`src/rtl/byte_uart_tx_pkg.sv`:
```
// Shared defaults and FSM encoding for the byte UART transmitter.
package byte_uart_tx_pkg;

    localparam int unsigned DATA_WIDTH_DEF     = 8;
    localparam int unsigned CLKS_PER_BIT_DEF   = 868;
    localparam int unsigned FIFO_ADDR_BITS_DEF = 4;

    typedef enum logic [1:0] {
        ST_IDLE  = 2'd0,
        ST_START = 2'd1,
        ST_DATA  = 2'd2,
        ST_STOP  = 2'd3
    } tx_state_e;

endpackage

```
`src/rtl/byte_uart_tx_sync_fifo.sv`:
```
// Single-clock byte FIFO with registered count/full/empty and a sticky drop flag.
module byte_uart_tx_sync_fifo #(
    parameter int unsigned DATA_WIDTH = 8,
    parameter int unsigned ADDR_BITS  = 4
) (
    input  logic                  clk,
    input  logic                  rst,
    input  logic                  push,
    input  logic [DATA_WIDTH-1:0] wr_data,
    input  logic                  pop,
    output logic [DATA_WIDTH-1:0] rd_data_c,
    output logic                  full,
    output logic                  empty,
    output logic                  overflow,
    output logic [ADDR_BITS:0]    count
);

    localparam int unsigned DEPTH = 1 << ADDR_BITS;
    localparam int unsigned CNT_W = ADDR_BITS + 1;

    logic [DATA_WIDTH-1:0] mem [DEPTH];
    logic [ADDR_BITS-1:0]  wr_ptr;
    logic [ADDR_BITS-1:0]  rd_ptr;
    logic                  push_ok_c;
    logic                  pop_ok_c;
    logic [CNT_W-1:0]      count_next_c;

    // A full FIFO refuses the push even if a pop frees a slot this cycle.
    assign push_ok_c = push && !full;
    assign pop_ok_c  = pop && !empty;
    assign rd_data_c = mem[rd_ptr];

    always_comb begin
        count_next_c = count;
        if (push_ok_c && !pop_ok_c) begin
            count_next_c = count + CNT_W'(1);
        end else if (!push_ok_c && pop_ok_c) begin
            count_next_c = count - CNT_W'(1);
        end
    end

    always_ff @(posedge clk) begin
        if (rst) begin
            wr_ptr   <= '0;
            rd_ptr   <= '0;
            count    <= '0;
            full     <= 1'b0;
            empty    <= 1'b1;
            overflow <= 1'b0;
        end else begin
            if (push_ok_c) begin
                wr_ptr <= wr_ptr + ADDR_BITS'(1);
            end
            if (pop_ok_c) begin
                rd_ptr <= rd_ptr + ADDR_BITS'(1);
            end
            count <= count_next_c;
            full  <= (count_next_c == CNT_W'(DEPTH));
            empty <= (count_next_c == '0);
            if (push && full) begin
                overflow <= 1'b1;
            end
        end
    end

    // Storage needs no reset: a slot is only read after it has been written.
    always_ff @(posedge clk) begin
        if (push_ok_c) begin
            mem[wr_ptr] <= wr_data;
        end
    end

endmodule

```
`src/rtl/byte_uart_tx.sv`:
```
// Buffers accumulator bytes and serialises each as a UART 8N1 frame, LSB first.
module byte_uart_tx #(
    parameter int unsigned DATA_WIDTH     = byte_uart_tx_pkg::DATA_WIDTH_DEF,
    parameter int unsigned CLKS_PER_BIT   = byte_uart_tx_pkg::CLKS_PER_BIT_DEF,
    parameter int unsigned FIFO_ADDR_BITS = byte_uart_tx_pkg::FIFO_ADDR_BITS_DEF
) (
    input  logic                    tx_clk,
    input  logic                    tx_rst,
    input  logic [DATA_WIDTH-1:0]   tx_byte_in,
    input  logic                    tx_byte_valid,
    output logic                    tx_serial_out,
    output logic                    tx_busy,
    output logic                    tx_fifo_full,
    output logic                    tx_overflow,
    output logic [FIFO_ADDR_BITS:0] tx_fifo_count
);

    import byte_uart_tx_pkg::*;

    localparam int unsigned BAUD_W = $clog2(CLKS_PER_BIT);
    localparam int unsigned IDX_W  = $clog2(DATA_WIDTH);
    localparam logic [BAUD_W-1:0] BAUD_LAST = BAUD_W'(CLKS_PER_BIT - 1);
    localparam logic [IDX_W-1:0]  IDX_LAST  = IDX_W'(DATA_WIDTH - 1);

    tx_state_e             state_q;
    tx_state_e             state_d;
    logic [BAUD_W-1:0]     baud_q;
    logic [BAUD_W-1:0]     baud_d;
    logic [IDX_W-1:0]      bit_idx_q;
    logic [IDX_W-1:0]      bit_idx_d;
    logic [DATA_WIDTH-1:0] shift_q;
    logic [DATA_WIDTH-1:0] shift_d;
    logic                  line_d;
    logic                  busy_d;
    logic                  pop_c;
    logic                  baud_last_c;
    logic                  fifo_empty;
    logic [DATA_WIDTH-1:0] fifo_data_c;

    byte_uart_tx_sync_fifo #(
        .DATA_WIDTH (DATA_WIDTH),
        .ADDR_BITS  (FIFO_ADDR_BITS)
    ) u_fifo (
        .clk       (tx_clk),
        .rst       (tx_rst),
        .push      (tx_byte_valid),
        .wr_data   (tx_byte_in),
        .pop       (pop_c),
        .rd_data_c (fifo_data_c),
        .full      (tx_fifo_full),
        .empty     (fifo_empty),
        .overflow  (tx_overflow),
        .count     (tx_fifo_count)
    );

    assign baud_last_c = (baud_q == BAUD_LAST);

    // State register.
    always_ff @(posedge tx_clk) begin
        if (tx_rst) begin
            state_q <= ST_IDLE;
        end else begin
            state_q <= state_d;
        end
    end

    // Next state and FIFO pop; STOP chains straight into START when data waits.
    always_comb begin
        state_d = state_q;
        pop_c   = 1'b0;
        case (state_q)
            ST_IDLE: begin
                if (!fifo_empty) begin
                    state_d = ST_START;
                    pop_c   = 1'b1;
                end
            end
            ST_START: begin
                if (baud_last_c) begin
                    state_d = ST_DATA;
                end
            end
            ST_DATA: begin
                if (baud_last_c && (bit_idx_q == IDX_LAST)) begin
                    state_d = ST_STOP;
                end
            end
            ST_STOP: begin
                if (baud_last_c) begin
                    if (!fifo_empty) begin
                        state_d = ST_START;
                        pop_c   = 1'b1;
                    end else begin
                        state_d = ST_IDLE;
                    end
                end
            end
            default: state_d = ST_IDLE;
        endcase
    end

    // Datapath and output next values; the line is derived from the upcoming state.
    always_comb begin
        baud_d    = baud_last_c ? '0 : baud_q + BAUD_W'(1);
        bit_idx_d = bit_idx_q;
        shift_d   = shift_q;
        case (state_q)
            ST_IDLE:  baud_d = '0;
            ST_START: begin
                if (baud_last_c) begin
                    bit_idx_d = '0;
                end
            end
            ST_DATA: begin
                if (baud_last_c) begin
                    shift_d   = shift_q >> 1;
                    bit_idx_d = bit_idx_q + IDX_W'(1);
                end
            end
            default: ;
        endcase
        if (pop_c) begin
            shift_d = fifo_data_c;
            baud_d  = '0;
        end
        case (state_d)
            ST_START: line_d = 1'b0;
            ST_DATA:  line_d = shift_d[0];
            default:  line_d = 1'b1;
        endcase
        busy_d = (state_d != ST_IDLE);
    end

    always_ff @(posedge tx_clk) begin
        if (tx_rst) begin
            baud_q        <= '0;
            bit_idx_q     <= '0;
            shift_q       <= '0;
            tx_serial_out <= 1'b1;
            tx_busy       <= 1'b0;
        end else begin
            baud_q        <= baud_d;
            bit_idx_q     <= bit_idx_d;
            shift_q       <= shift_d;
            tx_serial_out <= line_d;
            tx_busy       <= busy_d;
        end
    end

endmodule

```
`config.mk`:
```
export PLATFORM = sky130hd
export DESIGN_NAME = byte_uart_tx
export DESIGN_NICKNAME = d
export VERILOG_FILES = /design/src/rtl/byte_uart_tx_pkg.sv /design/src/rtl/byte_uart_tx_sync_fifo.sv /design/src/rtl/byte_uart_tx.sv
export SDC_FILE = /design/constraint.sdc
export NUM_CORES = 1
export LEC_CHECK = 0
export BUFFER_PORTS_ARGS = -buffer_cell sky130_fd_sc_hd__buf_4
export CORE_MARGIN = 2
export CORE_UTILIZATION = 40
export CTS_BUF_LIST = sky130_fd_sc_hd__clkbuf_8 sky130_fd_sc_hd__clkbuf_16
export DETAILED_ROUTE_END_ITERATION = 8
export GPL_TIMING_DRIVEN = 1
export PLACE_DENSITY_LB_ADDON = 0.15
export SETUP_SLACK_MARGIN = 0.4
export SYNTH_ARGS = -nofsm -noshare
export SYNTH_HDL_FRONTEND = slang
export SYNTH_SLANG_ARGS = --single-unit
export TNS_END_PERCENT = 10
```
`constraint.sdc`:
```
create_clock -name tx_clk -period 2.9 [get_ports tx_clk]
set_clock_uncertainty 0.15 [all_clocks]
set_input_delay 0.435 -clock tx_clk [delete_from_list [all_inputs] [get_ports tx_clk]]
set_output_delay 0.435 -clock tx_clk [all_outputs]
set_load 0.005 [all_outputs]
```
Word level (Yosys, flattened, before mapping)
Memory sizes are Yosys's and may differ from the RTL's. A register that Yosys moved wholly into a read port is not among the register bits.
Index checks and enable logic that the tools add are counted.
- register bits after elaboration: 41
- memory bits (writable): 128
- input bits: 11
- output and inout bits: 9
- logic and storage cells: 71
- memories kept: 1
- memories (name ; depth ; bits a word ; read ports ; clocked after memory_dff ; wr ports ; RTL line ; RTL):
    u_fifo.mem ; 16 ; 8 ; 1 ; 1 ; 1 ; byte_uart_tx_sync_fifo.sv:21 ; logic [DATA_WIDTH-1:0] mem [DEPTH];
- $add $sub $neg: 6
- equal/unequal tests: 10
- mux-type cells: 22
- reductions and logical operators: 19
- operators by type and width (operator ; count):
    $mux W8 ; 3
    $add A10 B1 Y10 const B ; 1
    $eq A10 B10 Y1 const B ; 1
    $mux W5 ; 2
    $add A4 B1 Y4 const B ; 2
    $mux W2 ; 4
    $mux W4 ; 2
    $pmux W2 S4 ; 1
    $reduce_bool A2 Y1 ; 4
    $eq A2 B2 Y1 const B ; 3
    $logic_and A1 B1 Y1 ; 6
    $mux W3 ; 2
    $pmux W3 S2 ; 1
    $add A5 B1 Y5 const B ; 1
    $eq A5 B5 Y1 const B ; 1
    $logic_not A5 Y1 ; 1
    $mux W1 ; 5
    $sub A5 B1 Y5 const B ; 1
    $eq A2 B1 Y1 const B ; 2
    $logic_not A1 Y1 ; 4
    $ne A2 B2 Y1 const B ; 2
    $pmux W1 S2 ; 2
    $reduce_or A4 Y1 ; 1
    $add A3 B1 Y3 const B ; 1
    other kinds (4) ; 4

Depth between registers and ports, before layout
Gate-level depths: netlist of the first run.
- depth after elaboration: 8
- mapped depth: 9
- gate-level depth less buffers: 8

Hierarchy
Synthesis of the first run repeated with hierarchy kept, for this count alone.
- cell total of the unflattened synthesis: 436
- area, all modules: 7208.2 um^2
- by module, submodules not included (module ; times used ; cells each ; area each (um^2) ; seq. area each (um^2)):
    byte_uart_tx_sync_fifo ; 1 ; 297 ; 5923.2 ; 4244.1
    byte_uart_tx ; 1 ; 139 ; 1285.0 ; 500.5

Worst setup path after synthesis of the first run
OpenSTA, ideal clock, no wires.
- kind: input port to flip-flop
- start: input port tx_byte_valid
- end: memory u_fifo.mem[3][0], enable pin
- library setup time: 0.383 ns
- arrival: 1.790 ns
- required time: 2.367 ns
- path slack: 0.577 ns
- stages: 4
- buffers on the path: 1
- cell sequence: nor2b_1 -> clkbuf_1 -> nand2_1 -> nor3_1
- cells in the longest elaborated chain, start to end: 3
- ends and longest elaborated chain (element ; RTL line ; RTL):
    start, declared ; byte_uart_tx.sv:10 ; input logic tx_byte_valid,
    $logic_and A1 B1 Y1 ; byte_uart_tx_sync_fifo.sv:29 ; assign push_ok_c = push && !full;
    $mux W1 ; byte_uart_tx_sync_fifo.sv:68 ; if (push_ok_c) begin
    $mux W1 (implied by the code) ; byte_uart_tx_sync_fifo.sv:69 ; mem[wr_ptr] <= wr_data;
    end, declared ; byte_uart_tx_sync_fifo.sv:21 ;
No other way between the ends.

Worst setup path after layout of the first run
- start: register state_q[0]
- end: register u_fifo.full
- cells in the longest elaborated chain, start to end: 7
- ends and longest elaborated chain (element ; RTL line ; RTL):
    start, declared ; byte_uart_tx.sv:25 ; tx_state_e state_q;
    start signal, assigned ; byte_uart_tx.sv:63 ; state_q <= state_d;
    $eq A2 B2 Y1 / $logic_not A2 Y1 (equally long branches) ; byte_uart_tx.sv:71 ; case (state_q)
    $pmux W1 S2 (*) ; byte_uart_tx.sv:71 ;
    $logic_and A1 B1 Y1 (*) ; byte_uart_tx_sync_fifo.sv:30 ; assign pop_ok_c = pop && !empty;
    $logic_and A1 B1 Y1 / $logic_not A1 Y1 (equally long branches) ; byte_uart_tx_sync_fifo.sv:37, byte_uart_tx_sync_fifo.sv:35 ;
    $mux W5 / $logic_and A1 B1 Y1 (equally long branches) ; byte_uart_tx_sync_fifo.sv:37, byte_uart_tx_sync_fifo.sv:35 ;
    $mux W5 (*) ; byte_uart_tx_sync_fifo.sv:35 ; if (push_ok_c && !pop_ok_c) begin
    $eq A5 B5 Y1 (*) ; byte_uart_tx_sync_fifo.sv:58 ; full <= (count_next_c == CNT_W'(DEPTH));
    end signal, assigned ; byte_uart_tx_sync_fifo.sv:58 ;
    end, declared ; byte_uart_tx_sync_fifo.sv:12 ; output logic full,
Every way passes the cells marked *; elsewhere a longest branch is shown, timed or not.
A chain may end at the register's enable or synchronous reset.

==> results of run 1 <==
-- power groups by stage --
stage          Combinational, W  Clock (W)  Sequential, W
2_1_floorplan          0.000856          0        0.00295
5_1_grt                 0.00131    0.00221        0.00295
4_1_cts                 0.00116    0.00213        0.00293
6_report                0.00120    0.00208        0.00293
3_5_place_dp            0.00114          0        0.00298
3_3_place_gp            0.00113          0        0.00297
-- kinds of logic (layout without fill, tap and decap cells) --
kind of cell	count (synthesis)	count (layout)	synth area share (%)
xor+xnor	19	19	2.351
compound gates	40	40	4.420
fa+ha+maj	15	15	2.652
flops	173	173	67.03
mux	42	42	12.66
buf+inv	35	93	2.351
simple gates	124	124	8.538
-- what timing repair did --
| action | 4_1_cts | 5_1_grt |
|---|---|---|
| pin swaps | 0 | 5 |
| setup endpoints to repair | 1 | 2 |
| gates resized for setup | 1 | 9 |
| setup buffers | 0 | 2 |
-- worst max-delay path: cells and delay by family (launching register included) --
kind / cells / cell delay, ps
simple gates: 3 / 720
compound gates: 2 / 500
flops: 1 / 360
fa+ha+maj: 1 / 260
mux: 1 / 190
buf+inv: 1 / 100
-- cells in the final DEF (no fill, tap or decap), drive strengths merged, types with 2 or more instances in the layout --
| cell | Yosys | final |
|---|---|---|
| buf | 9 | 48 |
| a211oi | 6 | 6 |
| mux2i | 4 | 4 |
| nor2b | 3 | 3 |
| dfxtp | 45 | 45 |
| inv | 14 | 20 |
| nand2 | 24 | 24 |
| nand4 | 7 | 7 |
| mux4 | 38 | 38 |
| nor3 | 5 | 5 |
| xnor2 | 9 | 9 |
| nor3b | 3 | 3 |
| a32oi | 4 | 4 |
| a21oi | 10 | 10 |
| a32o | 2 | 2 |
| clkinv | 0 | 7 |
| o21ai | 5 | 5 |
| and3 | 2 | 2 |
| clkbuf | 12 | 17 |
| a311oi | 7 | 7 |
| and2 | 3 | 3 |
| edfxtp | 128 | 128 |
| nor2 | 57 | 57 |
| xor2 | 10 | 10 |
| nand3 | 13 | 13 |
| nand2b | 3 | 3 |
| ha | 15 | 15 |
-- worst min path at each step --
stage / cells past startpoint / slack [ps] / from / endpoint
6_report: 3 / 110 / tx_byte_valid / u_fifo.overflow
3_5_place_dp: 1 / 320 / baud_q[0] / baud_q[0]
3_3_place_gp: 1 / 290 / baud_q[0] / baud_q[0]
2_1_floorplan: 1 / 280 / baud_q[0] / baud_q[0]
5_1_grt: 3 / 150 / tx_byte_valid / u_fifo.overflow
4_1_cts: 3 / 90 / tx_byte_valid / u_fifo.overflow
-- registers in the layout (all words and copies together) (netlist names), named ones only --
name	cells
u_fifo.count	5
u_fifo.mem	128
state_q	2
bit_idx_q	3
tx_serial_out	1
u_fifo.rd_ptr	4
u_fifo.full	1
u_fifo.empty	1
baud_q	10
u_fifo.wr_ptr	4
u_fifo.overflow	1
shift_q	8
tx_busy	1
-- per-stage QoR --
step | utilization [%] | area, um2 | setup WS (ps)
final | 47.44 | 8205 | 541.9
after global routing | 47.44 | 8205 | 434.4
after CTS | 47.10 | 8147 | 469.0
after detailed placement | 43.97 | 7605 | 416.3
after global placement | 43.97 | 7605 | 507.7
after floorplan | - | 7078 | 576.9
-- routing by layer --
metal	track usage (%)	vias to the layer above	wire (um)
li1	-	1807	-
met1	21.26	1947	6547
met2	29.08	69	7560
met3	3.889	12	493
met4	4.983	0	166
met5	0	-	0
-- cell usage after synthesis (all sizes together) --
cell type	instances
mux4	38
nand2b	3
nand3	13
nor3b	3
or3	1
a22oi	1
nor2b	3
nor4bb	1
edfxtp	128
and3	2
a31oi	1
and4bb	1
o22ai	1
a211oi	6
a32o	2
nor2	57
o2bb2ai	1
xnor2	9
mux2i	4
dfxtp	45
nand4	7
and2	3
a41o	1
a311oi	7
clkbuf	12
and4	1
a32oi	4
o311a	1
ha	15
buf	9
a21oi	10
o21ai	5
xor2	10
nand2	24
inv	14
nor3	5
-- final cells by class --
cell class	instances	area [um2]
clock inverter	14	111.4
inverter	14	52.55
clock buffer	17	425.4
timing repair buffer	48	372.9
tap	225	281.5
sequential	173	4751
multi-input combinational	240	2211
fill	1497	9091
==> flow_summary.ini, run 1 <==
[worst_setup_path]
slowest_delay_ps = 360
crit_end = u_fifo.full
crit_arrival_ps = 2540
end_kind = flip-flop
r2r_slack_ps = 540
worst_path_max_delay_cell = dfxtp_2
rr_worst_depth = 8
worstPathCellList = inv_1 -> ha_4 -> nor3b_2 -> nand4_2 -> a211oi_4 -> a32oi_4 -> mux2i_2 -> nor4bb_2
crit_start = state_q[0]
r2r-end = u_fifo.full
critPathKind = reg2reg
timing.rr.start = state_q[0]
cp-start-kind = flip-flop
critPathMaxFanout = 5
worstPathRequired_ps = 3090

[grt]
grt-ovfl-total = 0
grt_pass1_vias = 3895
grt_pass1_wl_um = 22470
track_usage_pct = 16.88
grt_max_degree = 37
antenna_found_initial = 0

[timing]
hold_viol = 0
drv_slew = 0
rsz0062_at_grt = false
hold_ws_ps = 111.4
finalSetupViolCount = 0
worst_slew_pin_slew_ps = 546.7
finalSetupTns_ps = 0
relSlewSlack_pct = 63.50
period_share_pct = 81.31
max_freq_ghz = 0.4241
min_period_ps = 2358

[logic_synthesis]
yosysTopAreaCellShare_pct = 54.30
synth_seq_area_share_pct = 67.03
syn-cell-area_um2 = 7078
synthCells = 448
ys_types = 48
ys_top_cells_by_area = edfxtp_1 (54%), dfxtp_1 (13%), mux4_2 (12%), nor2_1 (3.0%), ha_1 (2.7%)
syn_avg_cell_area_um2 = 15.80
syn_nets = 474
synth_area_leader_cell = edfxtp_1
ys_seq_elements = 173
yosys_warnings = 0

[pwr]
leakagePower_nw = 2.756
p_int_w = 0.004501
p_seq_share_pct = 47.2
power_frac_clock_pct = 33.5
power_density_nw_per_um2 = 756.9
p_sw_w = 0.001709
switching_share_pct = 27.52
power.total_w = 0.006211
combPwrFrac_pct = 19.3
vdd.ir_drop.worst_uv = 441.5

[cts]
cts_hold_buf = 0
clock-sinks = 173
clockBufferDepth = 2
htreeDepth = 4
cts_tree = done
path_clk_slew_ps = 70
cts_root_buf = clkbuf_16
clock_latency_ps = 430
numCtsBuffers = 17

[route]
routedWlPerCell_um = 20.20
ant_nets = 0
num_vias = 3835
initialDrtViolationCount = 340
first_pass_iters = 4
drt_wl_total_um = 14770
via_per_inst = 5.246
drc = 0

[die]
die_y_um = 137.0
start_util_pct = 40.92
die_x_um = 137.0
rows = 48
die_area_um2 = 18770
design.core.area_um2 = 17300
ios = 20

[finish]
drive_gt1_share_pct = 26.88
layoutNonFillerInstCount = 731
finish.net_count = 520
diodes = 0
syn2layout_area_growth_pct = 15.93

[job]
drv_cap = 0

[placement]
gp_congestion = 0.7704
placed_cells = 698
port_buffers = 19
dp_hpwl_um = 9201

[hold_path]
hp-class = in2reg

[outcome]
status = complete, no violations
Note: power is estimated with default switching activity, not from simulation.
==> run 2, diff against run 1 <==
clock period = 2 ns   (was 2.9 ns; I/O delays follow)
==> run 2 against run 1 <==
Net effect: cell count rose by 6.2%; sequential share of layout area down 5.7 points; the flow now finishes with violations (negative setup slack); critical path depth stayed put; die area unchanged; routed wire length shrank 1.6%; total power grew 63%; register-to-register slack got worse by 680 ps.
==> flow_summary.ini, run 2 (same netlist as run 1, synthesis figures left out) <==
[grt]
grt-ovfl-total = 0
track_usage_pct = 16.70
antenna_found_initial = 0
grt_pass1_wl_um = 22780
grt_pass1_vias = 4193
grt_max_degree = 38

[finish]
largest_register_ff_count = 128
regMostFlops = u_fifo.mem
drive_gt1_share_pct = 40.83
final_core_util_pct = 52.65
top_regs = u_fifo.mem (128), baud_q (10), shift_q (8)
layout_common_cells = edfxtp_1 (128), buf_4 (61), dfxtp_1 (42)
syn2layout_area_growth_pct = 28.67
layout_commonest_cell = edfxtp_1
diodes = 0
finish.net_count = 564

[timing]
hold_viol = 0
relSlewSlack_pct = 72.20
period_share_pct = 106.8
drv_slew = 0
min_period_ps = 2136
hold_ws_ps = 22.97
max_freq_ghz = 0.4681
finalSetupViolCount = 14
fin_ws_ps = -136.1
finalSetupTns_ps = -975.5
worst_slew_pin_slew_ps = 417.0
rsz0062_at_grt = true

[cts]
cts_tree = done
path_clk_slew_ps = 60
htreeDepth = 4
cts_root_buf = clkbuf_16
clockBufferDepth = 2
numCtsBuffers = 17
clock_latency_ps = 420
clock-sinks = 173

[route]
first_pass_iters = 4
initialDrtViolationCount = 283
drt_wl_total_um = 14540
drc = 0
via_per_inst = 5.162
routedWlPerCell_um = 18.73
num_vias = 4006
ant_nets = 0

[pwr]
leakagePower_nw = 3.157
vdd.ir_drop.worst_uv = 720.9
power_density_nw_per_um2 = 1110

[die]
die_area_um2 = 18770
die_y_um = 137.0
ios = 20
start_util_pct = 40.92
design.core.area_um2 = 17300
rows = 48
die_x_um = 137.0

[outcome]
status = complete, but fails checks
violations = negative setup slack

[placement]
port_buffers = 19
dp_hpwl_um = 9724
gp_congestion = 0.8213
dp_slack_ps = -144.3

[worst_setup_path]
critPathMaxFanout = 3
slowest_delay_ps = 350
worst_path_max_delay_cell = dfxtp_2
cp-start-kind = flip-flop
end_kind = flip-flop
crit_arrival_ps = 2310
critPathTopFamily = simple AND/OR/NAND/NOR gates
r2r_slack_ps = -140
worstPathCellList = inv_2 -> ha_4 -> nor3b_4 -> nand4_2 -> a211oi_4 -> a32oi_4 -> mux2i_1 -> nor4bb_1
worstPathRequired_ps = 2180
timing.rr.start = state_q[1]
critPathKind = reg2reg
crit_start = state_q[1]
path_buf_inv = 1

[hold_path]
hp-class = in2reg
min_from = tx_byte_in[5]

[job]
drv_cap = 0
run 2: stage by stage:
| step | std cells | instance area [um2] | total power [W] |
|---|---|---|---|
| global placement | 738 | 8025 | 0.006290 |
| CTS | 775 | 8984 | 0.01009 |
| detailed placement | 738 | 8025 | 0.006315 |
| global route | 776 | 9107 | 0.01052 |
| finish | 776 | 9107 | 0.01011 |
| floorplan | 448 | 7146 | 0.005550 |
run 2: repair_timing:
action / in CTS / in global routing
hold buffers: 1 / 0
setup endpoints to repair: 168 / 168
resized for setup: 63 / 27
gates cloned: 3 / 1
pin swaps: 19 / 15
endpoints found under the hold margin: 1 / 0
setup buffers: 1 / 0
run 2: layout make-up:
cell class | count | area, um2
Clock inverter | 15 | 207.7
Clock buffer | 17 | 425.4
Sequential cell | 173 | 4751
Fill cell | 1443 | 8189
Inverter | 14 | 52.55
Tap cell | 225 | 281.5
Timing Repair Buffer | 91 | 900.9
Multi-Input combinational cell | 241 | 2489
run 2: per-layer routing:
metal	track usage (%)	up-vias	wire, um
li1	-	1903	-
met1	21.22	2031	6481
met2	28.41	56	7424
met3	3.259	16	387
met4	6.128	0	241
met5	0	-	0
run 2: path summary, 6_finish.rpt:
kind / depth (start not counted) / end
max: 8 / u_fifo.full
min: 1 / u_fifo.mem[12][5]
min reg2reg: 2 / u_fifo.overflow
max reg2reg: 8 / u_fifo.full
run 2: where the power goes:
part,total [W],internal (W),switching (W)
logic,0.00234,0.00126,0.00108
registers,0.00428,0.00408,0.000193
clock network,0.00350,0.00219,0.00130
==> run 3, diff against run 2 <==
clock period = 2.2 ns   (was 2 ns; I/O delays follow)
==> run 3 against run 2 <==
Net effect: utilization down 2.8 points; critical endpoint unchanged; the run still ends with negative setup slack left; clock power is 14% lower; worst setup slack improved by 86 ps; largest power group unchanged; register-to-register slack gained 90 ps; clock-buffer cell count unchanged.
==> flow_summary.ini, run 3 (same netlist as run 1, synthesis figures left out) <==
[grt]
grt_pass1_vias = 4066
track_usage_pct = 17.60
grt-ovfl-total = 0
antenna_found_initial = 0
grt_pass1_wl_um = 23630
grt_max_degree = 37

[finish]
largest_register_ff_count = 128
drive_gt1_share_pct = 33.78
layout_common_cells = edfxtp_1 (128), buf_4 (55), nor2_1 (50)
diodes = 0
top_regs = u_fifo.mem (128), baud_q (10), shift_q (8)
syn2layout_area_growth_pct = 21.90
fin_area_um2 = 8628
layout_commonest_cell = edfxtp_1
finish.net_count = 537
regMostFlops = u_fifo.mem
fillers = 1443

[pwr]
leakagePower_nw = 2.917
power.total_w = 0.008718
power_density_nw_per_um2 = 1010
vdd.ir_drop.worst_uv = 637.1

[worst_setup_path]
end_kind = flip-flop
crit_start = state_q[1]
cp-start-kind = flip-flop
crit_arrival_ps = 2420
critPathKind = reg2reg
r2r_slack_ps = -50
timing.rr.start = state_q[1]
r2r-end = u_fifo.full
critPathMaxFanout = 3
rr_worst_depth = 8
worstPathRequired_ps = 2370

[placement]
gp_congestion = 0.8023
place_area_um2 = 7770
dp_hpwl_um = 9682
port_buffers = 19

[route]
ant_nets = 0
drc = 0
routedWlPerCell_um = 20.50
initialDrtViolationCount = 205
drt_wl_total_um = 15360
num_vias = 3991
first_pass_iters = 4
via_per_inst = 5.328

[outcome]
violations = negative setup slack
status = complete, but fails checks

[hold_path]
hp-class = in2reg
min_from = tx_byte_in[2]
whs_endpoint = u_fifo.mem[15][2]
whs_path_depth = 1

[cts]
path_clk_slew_ps = 60
htreeDepth = 4
cts_tree = done
clock_latency_ps = 420
clockBufferDepth = 2
numCtsBuffers = 17
clock-sinks = 173
cts_root_buf = clkbuf_16

[timing]
min_period_ps = 2250
max_freq_ghz = 0.4445
rsz0062_at_grt = true
relSlewSlack_pct = 67.22
finalSetupTns_ps = -49.83
period_share_pct = 102.3
worst_slew_pin_slew_ps = 491.0
hold_viol = 0
fin_ws_ps = -49.83
drv_slew = 0
finalSetupViolCount = 1

[die]
die_area_um2 = 18770
die_x_um = 137.0
die_y_um = 137.0
start_util_pct = 40.92
rows = 48
ios = 20
design.core.area_um2 = 17300

[job]
drv_cap = 0
==> run 3: cell count changes in the layout (fill, tap and decap cells not counted), moves of 3 or more <==
cell        change
buf_4           -6
buf_6          -16
clkinvlp_4      +3
inv_1           -4
nand2_1         +4
nand2_4         -3
nor2_1         +14
nor2_2          -6
nor2_4          -8
==> run 3: where the power goes <==
part	switching, W	internal (W)	total (W)
Sequential	0.000181	0.00371	0.00389
Clock	0.00123	0.00178	0.00301
Combinational	0.000868	0.000949	0.00182
==> run 3: stage by stage <==
stage | utilization, % | hold WS, ps | setup slack (ps) | cells
after global routing | 49.88 | 59.63 | -152.3 | 749
after global placement | 44.92 | 300.2 | 53.62 | 708
after floorplan | - | 278.9 | 95.73 | 448
after detailed placement | 44.92 | 322.2 | -50.42 | 708
final | 49.88 | 49.15 | -49.83 | 749
after CTS | 49.16 | 29.63 | 34.93 | 746
==> run 3: area by class of cell <==
cell class                      count  area, um2  area share, %
Inverter                           14      55.05         0.6381
Clock inverter                     15      171.4          1.987
Multi-Input combinational cell    240       2352          27.26
Sequential cell                   173       4755          55.10
Clock buffer                       17      425.4          4.930
Timing Repair Buffer               65      588.1          6.816
Tap cell                          225      281.5          3.263
==> run 3: critical path, stage by stage, from the launching register on <==
cell and delay, ps:
dfxtp_2 350, inv_2 50, ha_4 240, nor3b_4 230
nand4_4 160, a211oi_4 340, a32oi_4 160, mux2i_1 180
nor4bb_2 290
==> run 3: how the worst max path moves through the flow <==
stage	cells after the start	endpoint	slack, ps
final	8	u_fifo.full	-50
after global routing	7	u_fifo.full	-150
after CTS	7	u_fifo.empty	30
after detailed placement	8	u_fifo.empty	-50
after global placement	8	u_fifo.empty	50
after floorplan	8	u_fifo.empty	100
==> run 3: timing repair <==
item	4_1_cts	5_1_grt
hold buffers	1	0
gates resized for setup	12	26
pin swaps	7	15
endpoints found under the hold margin	1	0
endpoints found under the setup margin	142	167
gates cloned	1	0
buffers inserted	4	3
==> run 3: metal layers <==
metal	global-route usage, %	wire length, um	part of all wire, %
met4	7.560	292	1.9
met3	3.333	708	4.6
met2	29.77	8033	52
met1	22.11	6323	41
met5	0	0	0
